===== src/rtl/uart_rx_pkg.sv =====
// Shared types and constants for the UART receive path: state encoding,
// parity selectors, sample-point offsets and the majority voter.
package uart_rx_pkg;

    typedef enum logic [4:0] {
        ST_IDLE   = 5'b00001,
        ST_START  = 5'b00010,
        ST_DATA   = 5'b00100,
        ST_PARITY = 5'b01000,
        ST_STOP   = 5'b10000
    } state_e;

    localparam logic PAR_EVEN = 1'b0;
    localparam logic PAR_ODD  = 1'b1;

    // Sample points sit at prescale/2 - LEAD, prescale/2, prescale/2 + LAG
    localparam int unsigned SAMPLE_LEAD = 1;
    localparam int unsigned SAMPLE_LAG  = 1;

    function automatic logic majority3(input logic a, input logic b, input logic c);
        return (a & b) | (a & c) | (b & c);
    endfunction

endpackage


===== src/rtl/uart_rx_sampler.sv =====
// Per-bit edge counter with three-point capture around mid-bit and a
// registered majority vote of the three samples.
module uart_rx_sampler
    import uart_rx_pkg::*;
#(
    parameter int unsigned PRESCALE_W = 6
) (
    input  logic                  CLK,
    input  logic                  RST,
    input  logic                  active_i,
    input  logic                  rx_s_i,
    input  logic [PRESCALE_W-1:0] prescale_i,
    output logic                  sampled_bit_o,
    output logic                  bit_done_c_o
);

    logic [PRESCALE_W-1:0] edge_cnt_q, edge_cnt_d;
    logic [1:0]            samples_q, samples_d;
    logic                  sampled_bit_q, sampled_bit_d;

    logic [PRESCALE_W-1:0] half_pt;
    logic [PRESCALE_W-1:0] pre_pt;
    logic [PRESCALE_W-1:0] post_pt;
    logic [PRESCALE_W-1:0] last_pt;

    assign half_pt = prescale_i >> 1;
    assign pre_pt  = half_pt - PRESCALE_W'(SAMPLE_LEAD);
    assign post_pt = half_pt + PRESCALE_W'(SAMPLE_LAG);
    assign last_pt = prescale_i - PRESCALE_W'(1);

    assign bit_done_c_o  = active_i && (edge_cnt_q == last_pt);
    assign sampled_bit_o = sampled_bit_q;

    always_comb begin
        edge_cnt_d    = '0;
        samples_d     = samples_q;
        sampled_bit_d = sampled_bit_q;
        if (active_i) begin
            edge_cnt_d = (edge_cnt_q == last_pt) ? '0 : edge_cnt_q + PRESCALE_W'(1);
            if (edge_cnt_q == pre_pt) begin
                samples_d[0] = rx_s_i;
            end
            if (edge_cnt_q == half_pt) begin
                samples_d[1] = rx_s_i;
            end
            // Third sample is taken live so the vote is ready one cycle later
            if (edge_cnt_q == post_pt) begin
                sampled_bit_d = majority3(samples_q[0], samples_q[1], rx_s_i);
            end
        end
    end

    always_ff @(posedge CLK or negedge RST) begin
        if (!RST) begin
            edge_cnt_q    <= '0;
            samples_q     <= 2'b11;
            sampled_bit_q <= 1'b1;
        end else begin
            edge_cnt_q    <= edge_cnt_d;
            samples_q     <= samples_d;
            sampled_bit_q <= sampled_bit_d;
        end
    end

endmodule


===== src/rtl/uart_rx_core.sv =====
// UART receiver: line synchroniser, frame FSM, LSB-first deserialiser,
// parity/stop checking and registered result pulses.
module uart_rx_core
    import uart_rx_pkg::*;
#(
    parameter int unsigned DATA_WIDTH = 8,
    parameter int unsigned STOP_BITS  = 1,
    parameter int unsigned PRESCALE_W = 6
) (
    input  logic                  CLK,
    input  logic                  RST,
    input  logic                  RX_IN,
    input  logic [PRESCALE_W-1:0] prescale,
    input  logic                  PAR_EN,
    input  logic                  PAR_TYP,
    output logic [DATA_WIDTH-1:0] P_DATA,
    output logic                  data_valid,
    output logic                  parity_error,
    output logic                  stop_error,
    output logic                  busy
);

    localparam int unsigned BIT_CNT_W = $clog2(DATA_WIDTH + 1);

    logic [1:0]            sync_q;
    logic                  rx_s;
    state_e                state_q, state_d;
    logic [BIT_CNT_W-1:0]  bit_cnt_q, bit_cnt_d;
    logic [DATA_WIDTH-1:0] shift_q, shift_d;
    logic                  par_flag_q, par_flag_d;
    logic                  stop_flag_q, stop_flag_d;
    logic [PRESCALE_W-1:0] prescale_q, prescale_d;
    logic                  par_en_q, par_en_d;
    logic                  par_typ_q, par_typ_d;
    logic [DATA_WIDTH-1:0] p_data_q, p_data_d;
    logic                  data_valid_q, data_valid_d;
    logic                  parity_error_q, parity_error_d;
    logic                  stop_error_q, stop_error_d;
    logic                  busy_q, busy_d;

    logic                  sampled_bit;
    logic                  bit_done;
    logic                  stop_fail;

    assign rx_s = sync_q[1];

    always_ff @(posedge CLK or negedge RST) begin
        if (!RST) begin
            sync_q <= 2'b11;
        end else begin
            sync_q <= {sync_q[0], RX_IN};
        end
    end

    uart_rx_sampler #(
        .PRESCALE_W (PRESCALE_W)
    ) u_sampler (
        .CLK           (CLK),
        .RST           (RST),
        .active_i      (state_q != ST_IDLE),
        .rx_s_i        (rx_s),
        .prescale_i    (prescale_q),
        .sampled_bit_o (sampled_bit),
        .bit_done_c_o  (bit_done)
    );

    assign stop_fail = stop_flag_q | ~sampled_bit;

    always_comb begin
        state_d        = state_q;
        bit_cnt_d      = bit_cnt_q;
        shift_d        = shift_q;
        par_flag_d     = par_flag_q;
        stop_flag_d    = stop_flag_q;
        prescale_d     = prescale_q;
        par_en_d       = par_en_q;
        par_typ_d      = par_typ_q;
        p_data_d       = p_data_q;
        data_valid_d   = 1'b0;
        parity_error_d = 1'b0;
        stop_error_d   = 1'b0;

        unique case (state_q)
            ST_IDLE: begin
                par_flag_d  = 1'b0;
                stop_flag_d = 1'b0;
                bit_cnt_d   = '0;
                if (!rx_s) begin
                    state_d    = ST_START;
                    prescale_d = prescale;
                    par_en_d   = PAR_EN;
                    par_typ_d  = PAR_TYP;
                end
            end
            ST_START: begin
                if (bit_done) begin
                    state_d   = sampled_bit ? ST_IDLE : ST_DATA;
                    bit_cnt_d = '0;
                end
            end
            ST_DATA: begin
                if (bit_done) begin
                    shift_d = {sampled_bit, shift_q[DATA_WIDTH-1:1]};
                    if (bit_cnt_q == BIT_CNT_W'(DATA_WIDTH - 1)) begin
                        bit_cnt_d = '0;
                        state_d   = par_en_q ? ST_PARITY : ST_STOP;
                    end else begin
                        bit_cnt_d = bit_cnt_q + BIT_CNT_W'(1);
                    end
                end
            end
            ST_PARITY: begin
                if (bit_done) begin
                    if (sampled_bit != ((^shift_q) ^ (par_typ_q == PAR_ODD))) begin
                        par_flag_d = 1'b1;
                    end
                    state_d = ST_STOP;
                end
            end
            ST_STOP: begin
                if (bit_done) begin
                    // Last stop bit closes the frame and publishes the verdict
                    if (bit_cnt_q == BIT_CNT_W'(STOP_BITS - 1)) begin
                        state_d        = ST_IDLE;
                        bit_cnt_d      = '0;
                        parity_error_d = par_flag_q;
                        stop_error_d   = stop_fail;
                        if (!par_flag_q && !stop_fail) begin
                            data_valid_d = 1'b1;
                            p_data_d     = shift_q;
                        end
                    end else begin
                        stop_flag_d = stop_fail;
                        bit_cnt_d   = bit_cnt_q + BIT_CNT_W'(1);
                    end
                end
            end
            default: begin
                state_d = ST_IDLE;
            end
        endcase

        busy_d = (state_d != ST_IDLE);
    end

    always_ff @(posedge CLK or negedge RST) begin
        if (!RST) begin
            state_q        <= ST_IDLE;
            bit_cnt_q      <= '0;
            shift_q        <= '0;
            par_flag_q     <= 1'b0;
            stop_flag_q    <= 1'b0;
            prescale_q     <= PRESCALE_W'(8);
            par_en_q       <= 1'b0;
            par_typ_q      <= PAR_EVEN;
            p_data_q       <= '0;
            data_valid_q   <= 1'b0;
            parity_error_q <= 1'b0;
            stop_error_q   <= 1'b0;
            busy_q         <= 1'b0;
        end else begin
            state_q        <= state_d;
            bit_cnt_q      <= bit_cnt_d;
            shift_q        <= shift_d;
            par_flag_q     <= par_flag_d;
            stop_flag_q    <= stop_flag_d;
            prescale_q     <= prescale_d;
            par_en_q       <= par_en_d;
            par_typ_q      <= par_typ_d;
            p_data_q       <= p_data_d;
            data_valid_q   <= data_valid_d;
            parity_error_q <= parity_error_d;
            stop_error_q   <= stop_error_d;
            busy_q         <= busy_d;
        end
    end

    assign P_DATA       = p_data_q;
    assign data_valid   = data_valid_q;
    assign parity_error = parity_error_q;
    assign stop_error   = stop_error_q;
    assign busy         = busy_q;

endmodule


===== config.mk =====
export PLATFORM = sky130hd
export DESIGN_NAME = uart_rx_core
export DESIGN_NICKNAME = d
export VERILOG_FILES = /design/src/rtl/uart_rx_pkg.sv /design/src/rtl/uart_rx_sampler.sv /design/src/rtl/uart_rx_core.sv
export SDC_FILE = /design/constraint.sdc
export NUM_CORES = 1
export LEC_CHECK = 0
export CORE_MARGIN = 2
export CORE_UTILIZATION = 45
export CTS_BUF_LIST = sky130_fd_sc_hd__clkbuf_2
export DETAILED_ROUTE_END_ITERATION = 8
export GPL_ROUTABILITY_DRIVEN = 0
export PLACE_DENSITY_LB_ADDON = 0.12
export SYNTH_ARGS = -nofsm -noshare
export SYNTH_HDL_FRONTEND = slang
export SYNTH_HIERARCHICAL = 1
export SYNTH_SLANG_ARGS = --single-unit

===== constraint.sdc =====
create_clock -name CLK -period 3.3 [get_ports CLK]
set_input_delay 0.66 -clock CLK [delete_from_list [all_inputs] [get_ports CLK]]
set_output_delay 0.66 -clock CLK [all_outputs]
set_load 0.005 [all_outputs]

* Word-level counts from Yosys, hierarchy flattened
Cells that the tools add are included.
** Word-level totals
- RAM bits :: 0
- Bits in registers :: 50
- Bits in latches :: 0
- Bits in read-only memories :: 0
- Memories kept :: 0
- Bits of input ports :: 11
** Cells by class
- Shift operators :: 0
- Order comparisons :: 0
- $add $sub $neg :: 5
- Div/mod/pow operators :: 0
- Multiply operators :: 0
- Reduce and logical (&&, ||, !) cells :: 18
- Multiplexer cells :: 34
- Bitwise gates (word level) :: 9
- Eq/ne operators :: 19
** Operators with widths (number)
- two-way mux 5 bit :: 8
- case mux 5 bit (5 select lines) :: 1
- two-way mux 4 bit :: 5
- == test 6 bit :: 3
- case mux 4 bit (4 select lines) :: 1
- two-way mux 1 bit :: 14
- two-way mux 6 bit :: 2
- inequality test 2 bit, second input constant :: 6
- inequality test 5 x 1 -> 1 bit, second input constant :: 2
- AND reduction 2 bit :: 5
- AND reduction 4 bit :: 2
- parity 8 bit :: 1
- adder 5 x 1 -> 6 bit, second input constant :: 1
- adder 6 x 1 -> 6 bit, second input constant :: 1
- == test 6 x 5 -> 1 bit :: 1
- AND reduction 3 bit :: 2
- subtractor 5 x 1 -> 6 bit, second input constant :: 1
- subtractor 6 x 1 -> 6 bit, second input constant :: 1
- == test 5 x 1 -> 1 bit, second input constant :: 1
- == test 5 x 2 -> 1 bit, second input constant :: 1
- == test 5 x 3 -> 1 bit, second input constant :: 1
- == test 5 x 4 -> 1 bit, second input constant :: 1
- == test 5 bit, second input constant :: 1
- adder 4 x 1 -> 4 bit, second input constant :: 1
- other kinds (13) :: 22

* Longest topological paths before layout
Gate-level depths: netlist of run 1.
- Depth in word-level cells :: 8
- Mapped depth :: 12
- Depth with buffers taken out :: 11

* Cells and area by module
The synthesis of run 1 kept the hierarchy.
** By module, submodules not included
- uart_rx_core :: cells an instance 165, instances 1, sequential area each 1031.0 µm², area an instance 2008.2 µm²
- uart_rx_sampler :: cells an instance 97, instances 1, sequential area each 229.0 µm², area an instance 889.6 µm²

* Worst setup path after synthesis of run 1
Ideal clock, no wire load.
- Path type :: register to register
- From :: register prescale_q[2]
- To :: register bit_cnt_q[3]
- Cell stages (with the launch flop) :: 13
- Setup slack :: 269 ps
- Period minus slack after synthesis :: 3031 ps
- Data arrival time :: 2907 ps
- Buffers on the path :: 2
- Library setup time :: 124 ps
- Path through :: dfrtp_1 -> buf_2 -> inv_1 -> ha_1 -> a21boi_0 -> xnor2_1 -> nand3_1 -> a2111oi_4 -> and2_1 -> clkbuf_1 -> nand3_1 -> and2_1 -> a211o_1
** Between the ends
- Word-level cells in the longest chain between the ends :: 5
- Elaborated cells between the ends (all ways) :: 7
- Classes of those cells :: add/sub (1); eq/ne (4); reduce/logical (2)
** Ends and longest elaborated chain
- from (decl) :: RTL line uart_rx_core.sv:32 : logic [PRESCALE_W-1:0] prescale_q, prescale_d;
- from (signal assigned) :: RTL line uart_rx_core.sv:167 : prescale_q <= prescale_d;
- subtractor 6 x 1 -> 6 bit * :: RTL line uart_rx_sampler.sv:29 : assign last_pt = prescale_i - PRESCALE_W'(1);
- == test 6 bit * :: RTL line uart_rx_sampler.sv:31 : assign bit_done_c_o = active_i && (edge_cnt_q == last_pt);
- logical AND 1 bit * :: RTL line uart_rx_sampler.sv:31
- via bit_done :: RTL line uart_rx_core.sv:42 : logic bit_done;
- inequality test 2 bit (no line)
- AND reduction 4 bit (no line) *
- to (signal assigned) :: RTL line uart_rx_core.sv:163 : bit_cnt_q <= bit_cnt_d;
- to (decl) :: RTL line uart_rx_core.sv:28 : logic [BIT_CNT_W-1:0] bit_cnt_q, bit_cnt_d;
The timed path passes the listed nets; every way through them passes the cells marked *.
A chain may end at the register's enable or synchronous reset.

* Worst setup path in the final report of run 1
- From :: register prescale_q[1]
- To :: register bit_cnt_q[3]
The elaborated chain is that of the path after synthesis.

==> flow_metrics.py, run 1 <==
metrics = {
    "run_status": {
        "status": "finished clean",
    },
    "die": {
        "ios": 23,
        "die_h_um": 84.2,
        "die_x_um": 84.2,
        "row_count": 29,
        "fp.coreArea_um2": 6280,
        "dieArea_um2": 7100,
        "start_util_pct": 46.2,
    },
    "route": {
        "post_drt_via_cell_ratio": 5.38,
        "wire_per_inst_um": 15.2,
        "first_iter_violations": 38,
        "routed_wl_um": 5540,
        "ant_nets": 0,
        "first_pass_iters": 6,
        "drc": 0,
        "num_vias": 1960,
    },
    "pwr": {
        "finalPower_w": 0.00209,
        "p_switching_w": 0.000844,
        "internal-power_w": 0.00125,
        "p_comb_share_pct": 43.6,
        "clockPowerShare_pct": 13.3,
        "ir_worst_vdd_mv": 0.373,
        "p_leak_nw": 1.44,
        "seq_power_share_pct": 43.1,
        "switching_share_pct": 40.3,
        "powerDensity_nw_per_um2": 646,
    },
    "synthesis": {
        "synth-seq-cells": 50,
        "synth_nets": 280,
        "syn_inst": 262,
        "synth-edff-count": 0,
        "avgSynthCellArea_um2": 11.1,
        "ys_seq_area_share_pct": 43.5,
        "synth_area_um2": 2900,
        "yosysWarnings": 6,
        "synth_top_area_share_pct": 37.1,
        "yosys.area.top_type": "dfrtp_1",
        "ys.flop_type": "dfrtp_1",
        "synthTopCellsByArea": "dfrtp_1 37%, mux2_2 7.0%, dfstp_2 6.3%",
        "ys_types": 58,
        "async_flop_share_pct": 100,
    },
    "timing": {
        "rsz0062_at_grt": "no",
        "final_hold_viol_count": 0,
        "skew_ns": 0.00830,
        "slew_violations": 0,
        "final.period_utilization_pct": 90.5,
        "slew_headroom_pct": 30.8,
        "max_clock_freq_mhz": 335,
        "tns_ns": 0,
        "tightest_slew_ns": 1.04,
        "timing.hold.ws_ns": 0.344,
        "min_period_ns": 2.99,
        "setup_ws_ns": 0.314,
        "finalSetupViolCount": 0,
    },
    "clock_tree": {
        "cts_max_path_buffers": 2,
        "clkTransAtPathRegs_ns": 0.27,
        "cts_tree": "yes",
        "postCtsSetupBuffers": 0,
        "clk_latency_ns": 0.44,
        "root_buffer": "clkbuf_2",
        "cts_hold_buf": 0,
        "clkSinkCount": 50,
        "cts_made_buffers": 5,
        "ctsHtreeMaxLevel": 2,
    },
    "finish": {
        "final_common_cell": "dfrtp_1",
        "layout_common_cells": "43 x dfrtp_1, 21 x clkdlybuf4s50_1, 20 x xnor2_1",
        "num_antenna_cells": 0,
        "num-nets-final": 304,
        "drive_above_1_share_pct": 22.0,
        "final_cells": 364,
        "syn_to_final_growth_pct": 11.8,
    },
    "global_route": {
        "grt_pass1_vias": 1998,
        "top_usage_layer": "met2",
        "grt_pass1_wl_um": 9730,
        "grt_use_met1_pct": 22.8,
        "track_usage_pct": 17.0,
        "grt_max_degree": 49,
        "antenna_found_initial": 0,
        "globalRouteMet2Util_pct": 27.6,
        "grt_use_met3_pct": 3.44,
        "grt-ovfl-total": 0,
    },
    "worst_setup_path": {
        "critPathMaxFanout": 5,
        "cp_data_arrival_time_ns": 3.36,
        "path_class": "flop to flop",
        "critPathLaunchType": "flop",
        "crit_required_ns": 3.68,
        "crit_path_end_kind": "flop",
    },
    "place": {
        "portBuffers": 22,
        "pre_cts_slack_ns": 0.143,
        "dp_hpwl_um": 4010,
        "place_inst": 356,
    },
    "worst_hold_path": {
        "hp-class": "input pin to asynchronous set/reset pin",
    },
    "flow_run": {
        "cap_violations": 0,
    },
}
## repair_timing
item / 4_1_cts / 5_1_grt
endpoints found under the setup margin: 0 / 9
endpoints found under the hold margin: 0 / 0
gates resized for setup: 0 / 2
## state kept, by name, indices dropped and copies added (netlist names), 2 cells and up
| signal | cells |
|---|---|
| P_DATA | 8 |
| sync_q | 2 |
| bit_cnt_q | 4 |
| prescale_q | 6 |
| state_q | 5 |
| u_sampler/samples_q | 2 |
| u_sampler/edge_cnt_q | 6 |
| shift_q | 8 |
## worst max-delay path, stage by stage (launching register included)
cell	delay, ns
dfrtp_1	0.45
inv_1	0.09
ha_1	0.24
a21boi_1	0.27
xnor2_1	0.15
nand3_1	0.13
a2111oi_4	0.30
and2_1	0.25
and3b_1	0.22
o21ai_0	0.23
and2_1	0.29
a211o_1	0.30
## Yosys cell counts (3+ instances only)
cell type   n
nand2_1    19
and2_1      4
mux2_4      8
nor3b_1     6
nor3_1      3
xor2_1     12
nand3b_1    3
ha_1        7
xnor2_1    20
dfstp_2     7
mux2_2     18
dfrtp_1    43
buf_2       4
or3_1       5
nor2b_1     3
nor2_1     13
buf_6       3
a31oi_1     4
nand3_1    16
inv_1       9
a21oi_1     3
o21ai_0     8
## power by group through the flow
stage               Sequential [W]  Combinational (W)  Clock, W
floorplan                 0.000839           0.000765         0
global placement          0.000915           0.000912         0
detailed placement        0.000918           0.000912         0
CTS                       0.000907           0.000920  0.000296
global route              0.000925            0.00102  0.000321
finish                    0.000902           0.000913  0.000279
## routing by layer
| metal | wire length, um | part of all wire, % |
|---|---|---|
| met1 | 2650 | 48 |
| met3 | 135 | 2.4 |
| met5 | 0 | 0 |
| met4 | 115 | 2.1 |
| met2 | 2640 | 48 |
## stage by stage
stage	area [um2]	util, %
after CTS	3240	51.5
after global placement	3180	50.7
final	3240	51.6
after detailed placement	3180	50.7
after floorplan	2900	-
after global routing	3240	51.6
## cell type report
| type | count | area (um2) |
|---|---|---|
| clock buffer | 5 | 25.0 |
| sequential | 50 | 1260 |
| tap | 77 | 96.3 |
| clock inverter | 3 | 28.8 |
| inverter | 9 | 33.8 |
| fill | 580 | 3040 |
| multi-input combinational | 191 | 1530 |
| timing repair buffer | 29 | 268 |
## cells by family after synthesis
group | Yosys count | synth area share [%]
AND/OR/NAND/NOR | 91 | 18.4
flip-flops | 50 | 43.5
XOR/XNOR | 35 | 11.6
AO/OA/AOI/OAI | 30 | 7.69
multiplexers | 27 | 11.5
buffers and inverters | 21 | 3.93
adder cells (fa/ha/maj) | 8 | 3.37
## final timing paths
path	start	end	slack, ns	cells past startpoint
min in group CLK	sync_q[0]	sync_q[1]	0.38	0
hold reg to reg	sync_q[0]	sync_q[1]	0.38	0
hold / removal	RST	shift_q[5]	0.34	1
setup reg to reg	prescale_q[1]	bit_cnt_q[3]	0.31	11
max in group asynchronous	RST	u_sampler/samples_q[0]	2.23	2
setup / recovery	prescale_q[1]	bit_cnt_q[3]	0.31	11
No activity file was read; power rests on OpenSTA's default activity.
==> inputs of run 2 (changes only) <==
Settings changed: CAP_MARGIN from default to 0.
Clock period 3.3 ns to 3.8 ns, I/O delays scaled along.
==> flow_metrics.py, run 2 (same netlist as run 1, synthesis figures left out) <==
metrics = {
    "place": {
        "dp_hpwl_um": 4020,
        "place_inst": 352,
        "portBuffers": 22,
        "pre_cts_slack_ns": 0.568,
    },
    "die": {
        "ios": 23,
        "die_h_um": 84.2,
        "dieArea_um2": 7100,
        "row_count": 29,
        "die_x_um": 84.2,
        "fp.coreArea_um2": 6280,
        "start_util_pct": 46.2,
    },
    "timing": {
        "setup_ws_ns": 0.490,
        "finalSetupViolCount": 0,
        "slew_headroom_pct": 59.7,
        "skew_ns": 0.0330,
        "min_period_ns": 3.31,
        "final_hold_viol_count": 0,
        "tns_ns": 0,
        "final.period_utilization_pct": 87.1,
        "max_clock_freq_mhz": 302,
        "slew_violations": 0,
        "rsz0062_at_grt": "no",
        "tightest_slew_ns": 0.604,
    },
    "clock_tree": {
        "postCtsSetupBuffers": 0,
        "cts_hold_buf": 0,
        "cts_resized": 0,
        "cts_max_path_buffers": 2,
        "root_buffer": "clkbuf_2",
        "clkTransAtPathRegs_ns": 0.30,
        "cts_made_buffers": 5,
        "clk_latency_ns": 0.47,
        "cts_tree": "yes",
        "ctsHtreeMaxLevel": 2,
        "clkSinkCount": 50,
    },
    "worst_setup_path": {
        "crit_required_ns": 4.17,
        "cp_data_arrival_time_ns": 3.68,
        "timing.reg2reg.setup_slack_ns": 0.49,
        "critPathMaxFanout": 11,
        "crit_path_end_kind": "flop",
        "critPathLaunchType": "flop",
        "path_class": "flop to flop",
    },
    "global_route": {
        "grt_use_met1_pct": 22.4,
        "globalRouteMet2Util_pct": 27.1,
        "grt_pass1_wl_um": 9590,
        "grt_max_degree": 27,
        "track_usage_pct": 16.9,
        "antenna_found_initial": 0,
        "top_usage_layer": "met2",
        "grt_use_met3_pct": 3.74,
        "grt-ovfl-total": 0,
        "grt_pass1_vias": 2009,
    },
    "finish": {
        "final_common_cell": "dfrtp_1",
        "final_cells": 360,
        "num-nets-final": 300,
        "seq_area_um2": 1260,
        "multi_input_area_um2": 1520,
        "syn_to_final_growth_pct": 10.5,
        "num_antenna_cells": 0,
        "drive_above_1_share_pct": 20.5,
        "nFillCells": 582,
        "fin_util_pct": 51.0,
        "layout_common_cells": "43 x dfrtp_1, 21 x clkdlybuf4s50_1, 20 x xnor2_1",
    },
    "route": {
        "routed_wl_um": 5580,
        "post_drt_via_cell_ratio": 5.31,
        "first_pass_iters": 4,
        "first_iter_violations": 42,
        "wire_per_inst_um": 15.5,
        "num_vias": 1911,
        "drc": 0,
        "ant_nets": 0,
    },
    "pwr": {
        "finalPower_w": 0.00180,
        "p_leak_nw": 1.42,
        "powerDensity_nw_per_um2": 563,
        "ir_worst_vdd_mv": 0.354,
    },
    "flow_run": {
        "cap_violations": 0,
    },
    "run_status": {
        "status": "finished clean",
    },
    "worst_hold_path": {
        "hp-class": "input pin to asynchronous set/reset pin",
    },
}
run 2: cell count changes in the layout (fill, tap and decap cells not counted), sizes merged:
cell    change
inv         +2
buf         -4
clkinv      -2
run 2: through the flow:
stage          instance area, um2  hold slack [ns]
5_1_grt                      3200            0.183
6_report                     3200            0.220
2_1_floorplan                2900            0.345
3_3_place_gp                 3150            0.349
3_5_place_dp                 3150            0.348
4_1_cts                      3200            0.217
run 2: layout make-up:
cell class | instances | share of cell area (%)
repair buffers | 25 | 7.42
clock buffers | 5 | 0.781
inverters | 9 | 1.05
well taps | 77 | 3.01
multi-input cells | 191 | 47.6
flip-flops and latches | 50 | 39.3
clock inverters | 3 | 0.820
run 2: critical path, stage by stage (launching register included):
cell and delay (ns):
dfrtp_1 0.56, inv_1 0.15, ha_1 0.23, a21boi_0 0.32, xnor2_1 0.16, nand3_1 0.12
a2111oi_4 0.29, and2_1 0.20, buf_4 0.18, and3b_1 0.22, o21ai_0 0.20, and2_1 0.27
a211o_1 0.30
run 2: power breakdown:
group          total, W  internal, W  switching (W)
logic          0.000752     0.000368       0.000384
registers      0.000800     0.000641       0.000159
clock network  0.000252    0.0000540       0.000198
total           0.00180      0.00106       0.000741
run 2: worst paths after layout:
path,cells past startpoint,end,from
worst max register to register,12,bit_cnt_q[3],prescale_q[2]
worst max-delay path,12,bit_cnt_q[3],prescale_q[2]
min in group CLK,0,sync_q[1],sync_q[0]
worst min register to register,0,sync_q[1],sync_q[0]
worst min-delay path,1,shift_q[5],RST
max in group asynchronous,2,u_sampler/samples_q[1],RST
run 2: per-layer routing:
| layer | up-vias | routed length, um |
|---|---|---|
| li1 | 949 | - |
| met1 | 912 | 2700 |
| met2 | 39 | 2590 |
| met3 | 11 | 179 |
| met4 | 0 | 109 |
| met5 | - | 0 |
==> inputs of run 3 (changes only) <==
Settings changed: RECOVER_POWER from default to 50.
==> flow_metrics.py, run 3 (same netlist as run 1, synthesis figures left out) <==
metrics = {
    "timing": {
        "slew_headroom_pct": -10.3,
        "finalSetupViolCount": 0,
        "rsz0062_at_grt": "no",
        "final.period_utilization_pct": 87.6,
        "skew_ns": 0.0424,
        "slew_violations": 10,
        "max_clock_freq_mhz": 300,
        "tns_ns": 0,
        "final_hold_viol_count": 0,
        "min_period_ns": 3.33,
        "tightest_slew_ns": 1.65,
    },
    "finish": {
        "final_common_cell": "dfrtp_1",
        "num_antenna_cells": 0,
        "num-nets-final": 300,
        "syn_to_final_growth_pct": 9.97,
        "drive_above_1_share_pct": 19.4,
        "final_cells": 360,
        "layout_common_cells": "43 x dfrtp_1, 20 x xnor2_1, 20 x clkdlybuf4s50_1",
        "fin_area_um2": 3190,
    },
    "route": {
        "first_pass_iters": 4,
        "first_iter_violations": 41,
        "ant_nets": 0,
        "wire_per_inst_um": 15.5,
        "routed_wl_um": 5580,
        "post_drt_via_cell_ratio": 5.31,
        "drc": 0,
        "num_vias": 1912,
    },
    "run_status": {
        "violations": "max-capacitance violations, max-slew violations",
        "status": "complete, but fails checks",
    },
    "pwr": {
        "finalPower_w": 0.00180,
        "powerDensity_nw_per_um2": 564,
        "ir_worst_vdd_mv": 0.354,
        "p_leak_nw": 1.41,
    },
    "clock_tree": {
        "postCtsSetupBuffers": 0,
        "cts_tree": "yes",
        "cts_hold_buf": 0,
        "cts_made_buffers": 5,
        "clk_latency_ns": 0.47,
        "ctsHtreeMaxLevel": 2,
        "cts_resized": 0,
        "clkSinkCount": 50,
        "root_buffer": "clkbuf_2",
        "clkTransAtPathRegs_ns": 0.30,
        "cts_max_path_buffers": 2,
    },
    "worst_hold_path": {
        "hp-class": "flop to flop",
    },
    "global_route": {
        "antenna_found_initial": 0,
        "track_usage_pct": 16.9,
        "grt-ovfl-total": 0,
        "globalRouteMet2Util_pct": 27.1,
        "top_usage_layer": "met2",
        "grt_pass1_vias": 2009,
        "grt_pass1_wl_um": 9590,
        "grt_use_met3_pct": 3.74,
        "grt_max_degree": 27,
        "grt_use_met1_pct": 22.4,
    },
    "die": {
        "row_count": 29,
        "die_x_um": 84.2,
        "start_util_pct": 46.2,
        "fp.coreArea_um2": 6280,
        "die_h_um": 84.2,
        "dieArea_um2": 7100,
        "ios": 23,
    },
    "place": {
        "portBuffers": 22,
        "dp_hpwl_um": 4020,
        "placed_cell_area_um2": 3150,
        "place_inst": 352,
    },
    "worst_setup_path": {
        "critPathLaunchType": "flop",
        "crit_path_end_kind": "flop",
        "path_class": "flop to flop",
        "critPathMaxFanout": 11,
        "cp_data_arrival_time_ns": 3.69,
        "timing.reg2reg.setup_slack_ns": 0.47,
        "crit_required_ns": 4.16,
    },
    "flow_run": {
        "cap_violations": 1,
    },
}
[run 3: cell count changes in the layout (fill, tap and decap cells not counted), sizes merged]
cell / change
clkdlybuf4s50: -1
clkbuf: +2
buf: -2
dlygate4sd3: +1
[run 3: cell type report]
| cell class | instances | area [um2] |
|---|---|---|
| well taps | 77 | 96.3 |
| flip-flops and latches | 50 | 1260 |
| multi-input cells | 191 | 1510 |
| inverters | 9 | 33.8 |
| repair buffers | 25 | 233 |
| clock buffers | 5 | 25.0 |
| fillers | 584 | 3090 |
| clock inverters | 3 | 26.3 |
[run 3: path summary, 6_finish.rpt]
kind / start / to / depth (start not counted)
worst max register to register: prescale_q[2] / bit_cnt_q[3] / 12
worst max-delay path: prescale_q[2] / bit_cnt_q[3] / 12
max in group asynchronous: RST / u_sampler/edge_cnt_q[1] / 2
min in group asynchronous: RST / shift_q[5] / 1
worst min register to register: sync_q[0] / sync_q[1] / 0
worst min-delay path: sync_q[0] / sync_q[1] / 0
[run 3: per-layer routing]
layer | share of wire, % | vias up
met1 | 48 | 908
met5 | 0 | -
met2 | 47 | 45
li1 | - | 948
met4 | 2.0 | 0
met3 | 3.6 | 11
[run 3: worst max-delay path, stage by stage (launching register included)]
cell and delay, ns:
dfrtp_1 0.56, inv_1 0.15, ha_1 0.24, a21boi_0 0.32
xnor2_1 0.16, nand3_1 0.12, a2111oi_4 0.29, and2_1 0.20
buf_4 0.18, and3b_1 0.21, o21ai_0 0.20, and2_1 0.27
a211o_1 0.30
[run 3: report_power, final]
part           internal, W  switching, W  leakage [nW]
Combinational     0.000363      0.000386         0.721
Sequential        0.000641      0.000160         0.653
Clock            0.0000539      0.000195        0.0344
Total              0.00106      0.000741          1.41
[run 3: through the flow]
| step | utilization [%] | worst slack, ns | hold slack (ns) |
|---|---|---|---|
| finish | 50.8 | 0.470 | 0.358 |
| floorplan | - | 0.769 | 0.345 |
| global placement | 50.2 | 0.652 | 0.349 |
| global route | 50.8 | 0.145 | 0.399 |
| CTS | 51.0 | 0.495 | 0.217 |
| detailed placement | 50.2 | 0.568 | 0.348 |
